### config.mk
export PLATFORM = sky130hd
export DESIGN_NAME = cc_sel_pipe_flat
export DESIGN_NICKNAME = d
export VERILOG_FILES = /design/src/rtl/cc_sel_pipe_if.sv /design/src/rtl/cc_sel_pipe.sv /design/src/flat_wrapper.sv
export SDC_FILE = /design/constraint.sdc
export NUM_CORES = 1
export LEC_CHECK = 0
export BUFFER_PORTS_ARGS = -buffer_cell sky130_fd_sc_hd__buf_4
export CELL_PAD_IN_SITES_DETAIL_PLACEMENT = 1
export CELL_PAD_IN_SITES_GLOBAL_PLACEMENT = 1
export CORE_MARGIN = 2
export CORE_UTILIZATION = 44
export CTS_CLUSTER_DIAMETER = 60
export DETAILED_ROUTE_END_ITERATION = 8
export GPL_TIMING_DRIVEN = 0
export PLACE_DENSITY_LB_ADDON = 0.1
export SYNTH_ARGS = -nofsm -noshare
export SYNTH_HDL_FRONTEND = slang
export SYNTH_SLANG_ARGS = --single-unit
### constraint.sdc
create_clock -name clk -period 2.99 [get_ports clk]
set_clock_uncertainty 0.15 [all_clocks]
set_input_delay 0.299 -clock clk [delete_from_list [all_inputs] [get_ports clk]]
set_output_delay 0.299 -clock clk [all_outputs]
set_load 0.005 [all_outputs]
### src/rtl/cc_sel_pipe_if.sv
// Handshake bundle for cc_sel_pipe: qualified input beat on one side, the
// FIFO head on the other. master = the environment, slave = the pipe.
interface cc_sel_pipe_if #(
  parameter int WIDTH = 8
);
  logic             in_valid;
  logic             in_ready;
  logic             en;
  logic             cmp_a;
  logic             cmp_b;
  logic             force_b;
  logic [WIDTH-1:0] pri_data;
  logic [WIDTH-1:0] sec_data;
  logic             out_valid;
  logic             out_ready;
  logic [WIDTH-1:0] out_data;
  logic             out_src;

  modport master (
    output in_valid, en, cmp_a, cmp_b, force_b, pri_data, sec_data, out_ready,
    input  in_ready, out_valid, out_data, out_src
  );

  modport slave (
    input  in_valid, en, cmp_a, cmp_b, force_b, pri_data, sec_data, out_ready,
    output in_ready, out_valid, out_data, out_src
  );
endinterface

### src/rtl/cc_sel_pipe.sv
// Registered source select: qualified beats pick primary/secondary data and
// queue into a small FIFO; dropped beats are counted, source switches flagged.
module cc_sel_pipe #(
  parameter int WIDTH = 8,
  parameter int DEPTH = 4,
  parameter int CNT_W = 8
) (
  input  logic             clk,
  input  logic             rst,
  cc_sel_pipe_if.slave     bus,
  output logic [CNT_W-1:0] drop_cnt,
  output logic             sw_evt,
  output logic [1:0]       cur_src
);
  localparam int AW = $clog2(DEPTH);
  localparam logic [AW:0] FULL_CNT = (AW+1)'(DEPTH);

  typedef enum logic [1:0] {
    ST_IDLE = 2'b00,
    ST_PRI  = 2'b01,
    ST_SEC  = 2'b10
  } state_t;

  // Handshake: a beat transfers on any rising edge where valid & ready are
  // both high; ready never depends on valid, and in_ready never on out_ready.
  logic [WIDTH:0]   mem [DEPTH];
  logic [AW-1:0]    wr_ptr, rd_ptr;
  logic [AW:0]      count;
  logic             full, empty, acc, push, pop, sel_pri, src;
  logic [WIDTH-1:0] sel_data;
  state_t           state, state_nxt;
  logic             sw_nxt;

  assign full         = (count == FULL_CNT);
  assign empty        = (count == '0);
  assign bus.in_ready = ~full & ~rst;
  assign acc          = bus.in_valid & bus.in_ready;
  assign push         = acc & bus.en;
  assign pop          = bus.out_valid & bus.out_ready;

  assign sel_pri  = bus.cmp_a & bus.cmp_b & ~bus.force_b;
  assign sel_data = sel_pri ? bus.pri_data : bus.sec_data;
  assign src      = ~sel_pri;

  // Head is read straight from storage so it holds while stalled; zero when empty.
  assign bus.out_valid = ~empty;
  assign bus.out_data  = empty ? '0 : mem[rd_ptr][WIDTH-1:0];
  assign bus.out_src   = empty ? 1'b0 : mem[rd_ptr][WIDTH];

  always_ff @(posedge clk or posedge rst) begin
    if (rst) begin
      wr_ptr <= '0;
      rd_ptr <= '0;
      count  <= '0;
      for (int i = 0; i < DEPTH; i++) mem[i] <= '0;
    end else begin
      if (push) begin
        mem[wr_ptr] <= {src, sel_data};
        wr_ptr      <= wr_ptr + AW'(1);
      end
      if (pop) rd_ptr <= rd_ptr + AW'(1);
      case ({push, pop})
        2'b10:   count <= count + (AW+1)'(1);
        2'b01:   count <= count - (AW+1)'(1);
        default: count <= count;
      endcase
    end
  end

  always_ff @(posedge clk or posedge rst) begin
    if (rst) begin
      drop_cnt <= '0;
    end else if (acc && !bus.en && drop_cnt != {CNT_W{1'b1}}) begin
      drop_cnt <= drop_cnt + CNT_W'(1);
    end
  end

  always_ff @(posedge clk or posedge rst) begin
    if (rst) begin
      state  <= ST_IDLE;
      sw_evt <= 1'b0;
    end else begin
      state  <= state_nxt;
      sw_evt <= sw_nxt;
    end
  end

  // Tracker only moves on pushed beats; the first beat after IDLE is not a switch.
  always_comb begin
    state_nxt = state;
    sw_nxt    = 1'b0;
    if (push) begin
      case (state)
        ST_IDLE: state_nxt = src ? ST_SEC : ST_PRI;
        ST_PRI: if (src) begin
          state_nxt = ST_SEC;
          sw_nxt    = 1'b1;
        end
        ST_SEC: if (!src) begin
          state_nxt = ST_PRI;
          sw_nxt    = 1'b1;
        end
        default: state_nxt = ST_IDLE;
      endcase
    end
  end

  assign cur_src = state;
endmodule

### src/flat_wrapper.sv
// flat-port wrapper written by rule: the top's interface ports become plain ports
module cc_sel_pipe_flat 
#(
  parameter int WIDTH = 8,
  parameter int DEPTH = 4,
  parameter int CNT_W = 8
)
  (clk, rst, drop_cnt, sw_evt, cur_src, bus_in_valid, bus_en, bus_cmp_a, bus_cmp_b, bus_force_b, bus_pri_data, bus_sec_data, bus_out_ready, bus_in_ready, bus_out_valid, bus_out_data, bus_out_src);
  cc_sel_pipe_if #(.WIDTH(WIDTH)) bus_i ();
  input  logic clk;
  input  logic rst;
  output logic [CNT_W-1:0] drop_cnt;
  output logic sw_evt;
  output logic [1:0] cur_src;
  input wire logic [$bits(bus_i.in_valid)-1:0] bus_in_valid;
  input wire logic [$bits(bus_i.en)-1:0] bus_en;
  input wire logic [$bits(bus_i.cmp_a)-1:0] bus_cmp_a;
  input wire logic [$bits(bus_i.cmp_b)-1:0] bus_cmp_b;
  input wire logic [$bits(bus_i.force_b)-1:0] bus_force_b;
  input wire logic [$bits(bus_i.pri_data)-1:0] bus_pri_data;
  input wire logic [$bits(bus_i.sec_data)-1:0] bus_sec_data;
  input wire logic [$bits(bus_i.out_ready)-1:0] bus_out_ready;
  output wire logic [$bits(bus_i.in_ready)-1:0] bus_in_ready;
  output wire logic [$bits(bus_i.out_valid)-1:0] bus_out_valid;
  output wire logic [$bits(bus_i.out_data)-1:0] bus_out_data;
  output wire logic [$bits(bus_i.out_src)-1:0] bus_out_src;
  assign bus_i.in_valid = bus_in_valid;
  assign bus_i.en = bus_en;
  assign bus_i.cmp_a = bus_cmp_a;
  assign bus_i.cmp_b = bus_cmp_b;
  assign bus_i.force_b = bus_force_b;
  assign bus_i.pri_data = bus_pri_data;
  assign bus_i.sec_data = bus_sec_data;
  assign bus_i.out_ready = bus_out_ready;
  assign bus_in_ready = bus_i.in_ready;
  assign bus_out_valid = bus_i.out_valid;
  assign bus_out_data = bus_i.out_data;
  assign bus_out_src = bus_i.out_src;
  cc_sel_pipe #(.WIDTH(WIDTH), .DEPTH(DEPTH), .CNT_W(CNT_W)) u_core (.clk(clk), .rst(rst), .bus(bus_i), .drop_cnt(drop_cnt), .sw_evt(sw_evt), .cur_src(cur_src));
endmodule
After elaboration in Yosys (flattened, before gate mapping)
Cells that the tools add are included.
{ "word_totals": {"regBits": 54, "inputBits": 24, "out_inout_bits": 22, "word_cells": 65} }
{ "classes": {"add_sub_neg": 5, "n_lt_le_gt_ge": 3, "eq_ne": 8, "n_mux": 18, "n_bitwise": 13, "reduce_logical": 8} }
{ "op_table": {"columns": ["operator", "n"], "rows": [
  ["36-bit bitwise mux", 1],
  ["9-bit 2-to-1 mux", 3],
  ["9-bit binary-select mux with 2-bit select", 1],
  ["9-bit demux with 2-bit select", 1],
  ["8-bit 2-to-1 mux", 2],
  ["8-bit by 1-bit adder with 8-bit output, second input constant", 1],
  ["8-bit inequality test, second input constant", 1],
  ["1-bit bitwise AND", 6],
  ["3-bit greater-or-equal comparator, second input constant", 2],
  ["2-bit 2-to-1 mux", 3],
  ["2-bit NOT with 3-bit output", 2],
  ["2-bit one-hot mux with 3 select lines", 1],
  ["3-bit one-hot mux with 2 select lines", 1],
  ["1-bit NOT", 5],
  ["2-bit by 1-bit adder with 2-bit output, second input constant", 2],
  ["2-bit by 1-bit equality test with 1-bit output, second input constant", 2],
  ["2-bit equality test, second input constant", 2],
  ["1-bit 2-to-1 mux", 4],
  ["3-bit by 1-bit adder with 3-bit output, second input constant", 1],
  ["3-bit equality test, second input constant", 1],
  ["1-bit logical AND", 3],
  ["3-bit logical NOT", 1],
  ["3-bit by 1-bit < comparator with 1-bit output, second input constant", 1],
  ["3-bit AND reduction", 1],
  ["other kinds (7)", 7]
]} }

Longest topological paths before layout
Gate-level depths: netlist (run 1).
{ "logic_depth": {"word_depth": 7, "depth_mapped": 9, "ltp_nobuf": 8} }

Worst setup path after synthesis (run 1)
OpenSTA, ideal clock, no wires.
{ "synth_timing": {"path_kind": "reg-to-reg", "from": "register u_core.count[0]", "to": "register u_core.count[2]", "setup_time_ns": 0.079, "arrival_ns": 2.087, "t_required_ns": 2.761, "slack_ns": 0.674, "stages_incl_launch_ff": 10, "path_buffers": 1, "synth_period_minus_slack_ns": 2.316, "path_cell_list": "dfrtp_1 > or3b_1 > buf_6 > nand2_2 > ha_1 > inv_1 > fa_1 > xor2_1 > nor2_1 > xor2_1"} }
{ "synth_between": {"elab_chain_cells": 7, "word_cells_on_any_way": 14, "cone_classes": "2 x add/sub; 3 x eq/ne; 1 x mux; 6 x bitwise; 2 x reduce/logical"} }
{ "synth_rtl": {"columns": ["item", "line", "text"], "rows": [
  ["from (decl)", "cc_sel_pipe.sv:28", "logic [AW:0] count;"],
  ["from (signal assigned)", "cc_sel_pipe.sv:63", "2'b10: count <= count + (AW+1)'(1);"],
  ["from (signal assigned)", "cc_sel_pipe.sv:64", "2'b01: count <= count - (AW+1)'(1);"],
  ["from (signal assigned)", "cc_sel_pipe.sv:65", "default: count <= count;"],
  ["3-bit equality test", "cc_sel_pipe.sv:34", "assign full = (count == FULL_CNT);"],
  ["1-bit NOT", "cc_sel_pipe.sv:36", "assign bus.in_ready = ~full & ~rst;"],
  ["1-bit bitwise AND", "cc_sel_pipe.sv:36", null],
  ["1-bit bitwise AND", "cc_sel_pipe.sv:37", "assign acc = bus.in_valid & bus.in_ready;"],
  ["1-bit bitwise AND", "cc_sel_pipe.sv:38", "assign push = acc & bus.en;"],
  ["2-bit by 1-bit equality test with 1-bit output or 2-bit equality test (tied branches)", "cc_sel_pipe.sv:62", "case ({push, pop})"],
  ["3-bit one-hot mux with 2 select lines or 2-bit nonzero test (tied branches)", null, null]
]} }
Several ways; a longest one is shown, not always the timed one.
A chain may end at the register's enable or synchronous reset.

Worst setup path after layout (run 1)
{ "layout_timing": {"from": "input rst", "to": "register u_core.count[2]"} }
{ "layout_between": {"elab_chain_cells": 6, "word_cells_on_any_way": 8, "cone_classes": "2 x eq/ne; 1 x mux; 4 x bitwise; 1 x reduce/logical"} }
{ "layout_rtl": {"columns": ["item", "line", "text"], "rows": [
  ["from (decl)", "flat_wrapper.sv:11", "input logic rst;"],
  ["1-bit NOT (*)", "cc_sel_pipe.sv:36", null],
  ["1-bit bitwise AND (*)", "cc_sel_pipe.sv:36", null],
  ["1-bit bitwise AND (*)", "cc_sel_pipe.sv:37", null],
  ["1-bit bitwise AND (*)", "cc_sel_pipe.sv:38", null],
  ["2-bit by 1-bit equality test with 1-bit output or 2-bit equality test (tied branches)", "cc_sel_pipe.sv:62", null],
  ["3-bit one-hot mux with 2 select lines or 2-bit nonzero test (tied branches)", null, null]
]} }
Mark *: on every way between the ends. The rest lies on a longest branch, timed or not.

==> flow_summary.yaml, run 1 <==
power:
  irDropWorstVdd_mv: 0.3960
  p_per_area_nw_per_um2: 919.4
  power_w: 0.002938
  cellLeakagePower_nw: 1.566
route:
  dr.pass1.iters: 4
  drt_first_iter_violations: 82
  routed_wl_mm: 6.169
  drc_errors: 0
  drt-wirelength-per-cell_um: 16.99
  ant_nets: 0
  vias: 1876
  via_per_inst: 5.168
layout:
  antenna_cells: 0
  nets: 318
  drive_gt1_share_pct: 29.86
  nFillCells: 658
  finalNonFillerCells: 363
  syn2layout_area_growth_pct: 21.73
place:
  port_buffers: 45
  place_hpwl_mm: 4.264
  gp_congestion: 0.7375
  dpl_worst_slack_ns: 0.5090
  dp_cells: 354
die:
  core_region_area_um2: 5851
  die_h_um: 81.24
  ios: 46
  start_util_pct: 44.87
  dieArea_um2: 6600
  die_w_um: 81.24
  rows: 28
sta:
  worstMarginPinSlew_ns: 0.6829
  worst_slack_ns: 0.5046
  min_period_ns: 2.485
  finalHoldViolations: 0
  slew_headroom_pct: 54.48
  final_max_slew_viol_count: 0
  rsz0062_at_grt: "no"
  setup_viol: 0
  finalSetupTns_ns: 0
  fin_crit_sh_pct: 83.12
  fmax_mhz: 402.4
worst_setup_path:
  r2r-start: "u_core.count[0]$_DFFE_PP0P_"
  crit_family: "buffers and inverters"
  cp-start-kind: "primary input"
  path_cells: "dlygate4sd3_1 -> buf_4 -> and3b_1 -> buf_2 -> nand2_2 -> ha_1 -> inv_1 -> fa_1 -> xor2_1 -> nor2_1 -> xor2_1"
  critPathCaptureType: "register"
  crit_fanout: 8
  startpoint: "rst"
  crit_buf_inv: 4
  rrSetupSlack_ns: 0.51
  slowest_delay_ns: 0.53
  cp.required_ns: 3.08
  arrival_ns: 2.58
  crit_path_frequent_cell: "xor2_1"
  slowest_stage: "dlygate4sd3_1"
  crit_type: "in2reg"
synthesis:
  yosys.area.top_type: "dfrtp_1"
  synth.area.top_cells: "dfrtp_1 (51%), mux4_2 (7.7%), o21ai_0 (6.9%)"
  async_flop_share_pct: 100.0
  yosysSeqAreaShare_pct: 51.48
  synth_top_area_share_pct: 51.48
  synth_edf_count: 0
  synth_flop_cell: "dfrtp_1"
  synth-seq-cells: 54
  syn-instance-count: 233
  avgSynthCellArea_um2: 11.27
  syn_area_um2: 2625
  yosysWarnings: 0
  synthesis.nets: 264
  ys_types: 38
global_routing:
  grt_pass1_wl_mm: 10.03
  grt_pass1_vias: 2037
  grt_max_degree: 40
  grt_overflow: 0
  antenna_found_initial: 0
  grt_usage_pct: 20.86
outcome:
  status: "finished, final reports clean"
clocking:
  clk_latency_ns: 0.31
  post-cts-setup-buffers: 0
  cts-root-buf: "clkbuf_8"
  clk_pin_slew_worst_paths_ns: 0.09
  cts_max_level: 2
  numCtsBuffers: 5
  clk_path_buf_depth: 2
  holdBufCountCts: 1
  clock-sinks: 54
  cts_tree: "done"
  post_cts_resized: 0
hold_path:
  min-delay-start: "bus_force_b"
  hold_path_class: "in2reg"
job:
  cap_violations: 0
-- tightest hold or removal path, stage by stage --
cell,delay (ns)
buf_4,0.08
nor2_1,0.09
o21ai_0,0.15
-- layout by cell type, fill, tap and decap left out, drive strengths merged --
master	netlist	routed
mux2	3	3
clkinv	0	2
nor2	7	7
nor4	2	2
a21o	2	2
or3b	1	1
fa	1	1
nor4b	1	1
nand3b	2	2
nor3b	1	1
clkbuf	5	10
o21ai	36	36
mux4	9	9
ha	6	6
nor3	2	2
a21oi	1	1
and3b	1	1
dlygate4sd3	0	1
bufinv	0	1
a211oi	2	2
or3	1	1
and2	11	11
nand2	44	44
xnor2	3	3
buf	5	51
mux2i	10	10
or2	1	1
inv	7	7
dfrtp	54	54
nand3	7	7
xor2	8	8
-- per-stage QoR --
stage	utilization (%)	hold WS [ns]	area, um^2
floorplan	-	0.2946	2625
global placement	52.25	0.3067	3057
detailed placement	52.59	0.1729	3077
CTS	54.62	0.1944	3196
global route	54.62	0.2126	3196
finish	54.62	0.1974	3196
-- cells in the mapped netlist, types with 3 or more instances --
cell / count
nand2_1: 43
nand3_2: 4
dfrtp_1: 54
buf_2: 3
inv_1: 7
mux4_2: 9
mux2i_1: 10
xnor2_1: 3
o21ai_0: 36
and2_1: 11
clkbuf_2: 3
ha_1: 6
nor2_1: 6
xor2_1: 8
-- cell type report --
cell class	count	area, um^2	share of cell area [%]
Sequential cell	54	1351	42.29
Clock buffer	5	68.82	2.153
Multi-Input combinational cell	162	1191	37.27
Tap cell	75	93.84	2.937
Clock inverter	3	40.04	1.253
Buffer	10	56.30	1.762
Timing Repair Buffer	47	367.9	11.51
Inverter	7	26.28	0.8222
-- state kept, by name, indices dropped and copies added, names as in the netlist --
signal,cells
u_core.wr_ptr,2
u_core.sw_evt,1
u_core.drop_cnt,8
u_core.cur_src,2
u_core.count,3
u_core.mem,36
u_core.rd_ptr,2
-- where the power goes --
group	switching [W]	internal (W)
Sequential	0.000215	0.00105
Clock	0.000243	0.000247
Combinational	0.000520	0.000667
Total	0.000978	0.00196
-- final timing paths --
| kind | end | cells after the start |
|---|---|---|
| setup / recovery | u_core.count[2]$_DFFE_PP0P_ | 11 |
| min in group asynchronous | u_core.count[2]$_DFFE_PP0P_ | 3 |
| max in group asynchronous | u_core.mem[26]$_DFFE_PP0P_ | 4 |
| hold / removal | u_core.mem[35]$_DFFE_PP0P_ | 3 |
| setup reg to reg | u_core.count[2]$_DFFE_PP0P_ | 9 |
| hold reg to reg | u_core.mem[21]$_DFFE_PP0P_ | 2 |
-- logic make-up after synthesis --
kind of cell	share of synthesized area, %
buffers and inverters	3.146
adders and majority gates	3.622
DFF	51.48
AOI/OAI and AO/OA	8.198
xor gates and xnor gates	3.670
muxes	13.11
and+or+nand+nor	16.78
-- metal layers --
layer | track usage, % | routed length, um | vias up
li1 | - | - | 903
met5 | 0 | 0 | -
met2 | 35.37 | 3134 | 43
met3 | 4.444 | 240 | 13
met1 | 26.71 | 2684 | 917
met4 | 6.780 | 110 | 0
Power figures use the tool's default switching activity.
==> inputs of run 2 (changes only) <==
--- a/config.mk
+++ b/config.mk
@@ -9,7 +9,7 @@
 export CELL_PAD_IN_SITES_DETAIL_PLACEMENT = 1
 export CELL_PAD_IN_SITES_GLOBAL_PLACEMENT = 1
 export CORE_MARGIN = 2
-export CORE_UTILIZATION = 44
+export CORE_UTILIZATION = 39
 export CTS_CLUSTER_DIAMETER = 60
 export DETAILED_ROUTE_END_ITERATION = 8
 export GPL_TIMING_DRIVEN = 0
==> constraint.sdc (replaced) <==
create_clock -name clk -period 2 [get_ports clk]
set_clock_uncertainty 0.15 [all_clocks]
set_input_delay 0.2 -clock clk [delete_from_list [all_inputs] [get_ports clk]]
set_output_delay 0.2 -clock clk [all_outputs]
set_load 0.005 [all_outputs]
==> flow_summary.yaml, run 2 (synthesis results as in run 1) <==
global_routing:
  grt_busiest_layer: "met2"
  grt_use_met3_pct: 2.887
  grt_usage_pct: 19.10
  met2_usage_pct: 32.98
  grt_overflow: 0
  grt_max_degree: 35
  met1_usage_pct: 25.06
  grt_pass1_wl_mm: 10.80
  antenna_found_initial: 0
  grt_pass1_vias: 2132
sta:
  holdWs_ns: 0.09056
  final_max_slew_viol_count: 0
  fmax_mhz: 462.8
  setup_viol: 9
  rsz0062_at_grt: "yes"
  worst_slack_ns: -0.1610
  min_period_ns: 2.161
  finalHoldViolations: 0
  worstMarginPinSlew_ns: 0.4988
  fin_crit_sh_pct: 108.0
  slew_headroom_pct: 66.70
layout:
  nets: 329
  reg_top3: "u_core.mem: 36 flops, u_core.drop_cnt: 8 flops, u_core.count: 3 flops"
  largest_reg_flops: 36
  largest_register: "u_core.mem"
  final_cell_mix: "dfrtp_1 (53), buf_4 (52), nand2_1 (43)"
  antenna_cells: 0
  drive_gt1_share_pct: 36.45
  syn2layout_area_growth_pct: 28.41
  utilization_pct: 52.48
  final_common_cell: "dfrtp_1"
job:
  cap_violations: 0
die:
  rows: 29
  core_region_area_um2: 6422
  die_w_um: 86.04
  start_util_pct: 40.87
  die_h_um: 86.04
  ios: 46
  dieArea_um2: 7403
worst_setup_path:
  crit_family: "simple AND/OR/NAND/NOR gates"
  crit_buf_inv: 2
  reg2reg_depth: 9
  cp.depth: 9
  cp-start-kind: "register"
  crit_type: "reg2reg"
  slowest_delay_ns: 0.40
  critPathCaptureType: "register"
  slowest_stage: "dfrtp_1"
  path_cells: "or3b_1 -> buf_6 -> nand2_8 -> ha_4 -> inv_2 -> fa_2 -> xor2_1 -> nor2_1 -> xor2_1"
  cp.required_ns: 2.08
  crit_fanout: 3
  arrival_ns: 2.24
  crit_path_frequent_cell: "xor2_1"
route:
  via_per_inst: 5.207
  routed_wl_mm: 6.413
  drt-wirelength-per-cell_um: 17.06
  drc_errors: 0
  drt_first_iter_violations: 37
  vias: 1958
  dr.pass1.iters: 2
  ant_nets: 0
clocking:
  cts_max_level: 2
  clock-sinks: 54
  clk_path_buf_depth: 2
  clk_latency_ns: 0.31
  cts-root-buf: "clkbuf_8"
  clk_pin_slew_worst_paths_ns: 0.10
  cts_tree: "done"
  numCtsBuffers: 5
place:
  place_hpwl_mm: 4.248
  gp_congestion: 0.7055
  port_buffers: 45
  dpl_worst_slack_ns: -0.2441
power:
  p_per_area_nw_per_um2: 1392
  power_w: 0.004692
  irDropWorstVdd_mv: 0.5221
  cellLeakagePower_nw: 1.644
outcome:
  violations: "setup timing"
  status: "finished, violations left"
hold_path:
  hold_path_class: "in2reg"
  whs_path_depth: 3
-- run 2: final timing paths --
check | startpoint | to | slack (ns)
max in group asynchronous | rst | u_core.rd_ptr[1]$_DFFE_PP0P_ | 0.78
worst min register to register | u_core.mem[23]$_DFFE_PP0P_ | u_core.mem[23]$_DFFE_PP0P_ | 0.34
min in group asynchronous | rst | u_core.sw_evt$_DFF_PP0_ | 0.34
worst max register to register | u_core.count[0]$_DFFE_PP0P_ | u_core.count[2]$_DFFE_PP0P_ | -0.16
worst max-delay path | u_core.count[0]$_DFFE_PP0P_ | u_core.count[2]$_DFFE_PP0P_ | -0.16
worst min-delay path | bus_force_b | u_core.mem[26]$_DFFE_PP0P_ | 0.09
-- run 2: per-stage QoR --
| stage | setup TNS [ns] | cells | instance area, um^2 |
|---|---|---|---|
| finish | -0.6411 | 376 | 3371 |
| global route | -1.371 | 376 | 3371 |
| CTS | -0.7899 | 375 | 3357 |
| detailed placement | -0.3411 | 356 | 3108 |
| global placement | -27.29 | 355 | 3088 |
| floorplan | -0.08490 | 233 | 2654 |
-- run 2: where the power goes --
group	switching (W)	leakage, nW	internal [W]	total [W]
Combinational	0.000828	0.923	0.00132	0.00215
Clock	0.000379	0.0452	0.000249	0.000628
Sequential	0.000354	0.676	0.00156	0.00192
-- run 2: routing by layer --
| metal | vias up | routed length, um |
|---|---|---|
| met3 | 6 | 175 |
| li1 | 929 | - |
| met1 | 992 | 2967 |
| met2 | 31 | 3205 |
| met4 | 0 | 65 |
| met5 | - | 0 |
-- run 2: cell type report --
class	instances	area [um^2]
buffer	9	81.33
multi-input combinational	162	1240
clock buffer	6	72.57
inverter	7	26.28
sequential	54	1353
clock inverter	2	13.76
tap	77	96.34
fill	711	3052
timing repair buffer	59	488.0
-- run 2: timing repair --
action                                  CTS  global route
endpoints found under the hold margin    20             0
hold buffers                              1             0
endpoints found under the setup margin   11            44
buffers inserted                         10             2
resized for setup                        21            12
pin swaps                                 9             7
cloned                                    1             0
-- run 2: worst min-delay path, stage by stage --
cell     delay [ns]
buf_4          0.08
nor2_1         0.08
o21ai_0        0.16
==> inputs of run 3 (changes only) <==
--- a/config.mk
+++ b/config.mk
@@ -12,8 +12,10 @@
 export CORE_UTILIZATION = 39
 export CTS_CLUSTER_DIAMETER = 60
 export DETAILED_ROUTE_END_ITERATION = 8
+export GPL_ROUTABILITY_DRIVEN = 0
 export GPL_TIMING_DRIVEN = 0
 export PLACE_DENSITY_LB_ADDON = 0.1
+export SETUP_SLACK_MARGIN = 0.15
 export SYNTH_ARGS = -nofsm -noshare
 export SYNTH_HDL_FRONTEND = slang
 export SYNTH_SLANG_ARGS = --single-unit
==> flow_summary.yaml, run 3 (synthesis results as in run 1) <==
worst_setup_path:
  slowest_stage: "dfrtp_1"
  path_cells: "or3b_1 -> buf_6 -> buf_4 -> buf_6 -> and2_4 -> buf_4"
  slowest_delay_ns: 0.39
  cp.depth: 6
  reg2reg_depth: 9
  crit_fanout: 6
  critPathCaptureType: "primary output"
  rrSetupSlack_ns: -0.09
  crit_buf_inv: 4
  cp.required_ns: 1.65
  rr_endpoint: "u_core.count[2]$_DFFE_PP0P_"
  cp-start-kind: "register"
  crit_type: "reg2out"
  crit_family: "simple AND/OR/NAND/NOR gates"
  arrival_ns: 1.77
  r2r-start: "u_core.count[0]$_DFFE_PP0P_"
sta:
  worstMarginPinSlew_ns: 0.6680
  worst_slack_ns: -0.1179
  finalHoldViolations: 0
  fin_crit_sh_pct: 105.9
  min_period_ns: 2.118
  rsz0062_at_grt: "yes"
  slew_headroom_pct: 55.37
  setup_viol: 16
  fmax_mhz: 472.2
  final_max_slew_viol_count: 0
  holdWs_ns: 0.09895
hold_path:
  min-delay-start: "bus_pri_data[7]"
  hold_path_class: "in2reg"
  min_to: "u_core.mem[34]$_DFFE_PP0P_"
  whs_path_depth: 3
layout:
  multiInputGateArea_um2: 1299
  reg_top3: "u_core.mem: 36 flops, u_core.drop_cnt: 8 flops, u_core.count: 3 flops"
  antenna_cells: 0
  nets: 336
  final_common_cell: "dfrtp_1"
  drive_gt1_share_pct: 39.34
  final_cell_mix: "dfrtp_1 (53), buf_4 (52), nand2_1 (43)"
  largest_register: "u_core.mem"
  nFillCells: 697
  syn2layout_area_growth_pct: 35.89
  regArea_um2: 1353
  largest_reg_flops: 36
  post-route-cell-area_um2: 3567
route:
  dr.pass1.iters: 4
  via_per_inst: 5.196
  drt-wirelength-per-cell_um: 18.11
  routed_wl_mm: 6.917
  vias: 1985
  drc_errors: 0
  ant_nets: 0
  drt_first_iter_violations: 55
power:
  irDropWorstVdd_mv: 0.6144
  p_per_area_nw_per_um2: 1396
  cellLeakagePower_nw: 1.716
place:
  placed_area_um2: 3092
  place_hpwl_mm: 4.179
  port_buffers: 45
  dpl_worst_slack_ns: -0.3107
global_routing:
  grt_pass1_wl_mm: 11.22
  grt_usage_pct: 20.00
  grt_pass1_vias: 2153
  grt_max_degree: 28
  grt_overflow: 0
  antenna_found_initial: 0
job:
  cap_violations: 0
clocking:
  numCtsBuffers: 5
  clock-sinks: 54
  cts-root-buf: "clkbuf_8"
  clk_latency_ns: 0.31
  cts_tree: "done"
  cts_max_level: 2
  clk_pin_slew_worst_paths_ns: 0.09
  clk_path_buf_depth: 2
die:
  start_util_pct: 40.87
  rows: 29
  ios: 46
  dieArea_um2: 7403
  die_w_um: 86.04
  die_h_um: 86.04
  core_region_area_um2: 6422
outcome:
  status: "finished, violations left"
  violations: "setup timing"
-- run 3: cell count changes in the layout (fill, tap and decap cells not counted), sizes merged --
cell / before / now
clkbuf: 6 / 12
dlygate4sd3: 1 / 2
clkinvlp: 0 / 2
inv: 7 / 6
bufinv: 0 / 1
buf: 67 / 66
clkinv: 2 / 0
-- run 3: cell type report --
type / count / share of cell area [%]
Buffer: 10 / 3.367
Clock buffer: 6 / 2.315
Clock inverter: 1 / 0.8418
Inverter: 7 / 0.8418
Multi-Input combinational cell: 162 / 36.41
Sequential cell: 54 / 37.92
Tap cell: 77 / 2.701
Timing Repair Buffer: 64 / 15.40
Timing Repair inverter: 1 / 0.2105
-- run 3: per-stage QoR --
step | util, % | setup TNS [ns] | total power, W | instances
CTS | 52.97 | -0.5764 | 0.004736 | 374
finish | 55.54 | -0.7242 | 0.004980 | 382
floorplan | - | -0.07765 | 0.002999 | 233
global placement | 48.14 | -0.5205 | 0.003644 | 355
global route | 55.54 | -4.145 | 0.005365 | 382
detailed placement | 48.14 | -0.5606 | 0.003720 | 355
-- run 3: worst max-delay path by stage --
stage	start	endpoint	slack, ns
3_5_place_dp	rst	bus_in_ready	-0.31
3_3_place_gp	rst	bus_in_ready	-0.32
4_1_cts	u_core.count[0]$_DFFE_PP0P_	u_core.count[2]$_DFFE_PP0P_	-0.1
5_1_grt	u_core.count[1]$_DFFE_PP0P_	u_core.count[2]$_DFFE_PP0P_	-0.20
6_report	u_core.count[0]$_DFFE_PP0P_	bus_in_ready	-0.12
2_1_floorplan	u_core.count[0]$_DFFE_PP0P_	u_core.count[2]$_DFFE_PP0P_	-0.08
-- run 3: layer usage --
layer  track usage (%)  wire [um]  up-vias
met3             3.176        185        6
met2             34.74       3527       33
met4             5.628         88        0
li1                  -          -      941
met1             25.88       3116     1005
met5                 0          0        -
-- run 3: what timing repair did --
action,4_1_cts,5_1_grt
hold endpoints to repair,27,27
pin swaps,5,17
setup buffers,9,5
gates cloned,1,2
resized for setup,23,19
setup endpoints to repair,30,52
hold buffers,2,1
-- run 3: worst reg2reg max path: stages (launching register included) --
cell	delay (ns)
dfrtp_1	0.39
or3b_1	0.39
buf_6	0.14
nand2_8	0.05
ha_4	0.13
inv_2	0.03
fa_2	0.33
xor2_1	0.14
nor2_1	0.12
xor2_1	0.15
-- run 3: where the power goes --
part	leakage [nW]	internal, W	switching, W
combinational	0.983	0.00141	0.000921
sequential	0.676	0.00157	0.000322
clock	0.0573	0.000401	0.000362
total	1.72	0.00338	0.00160
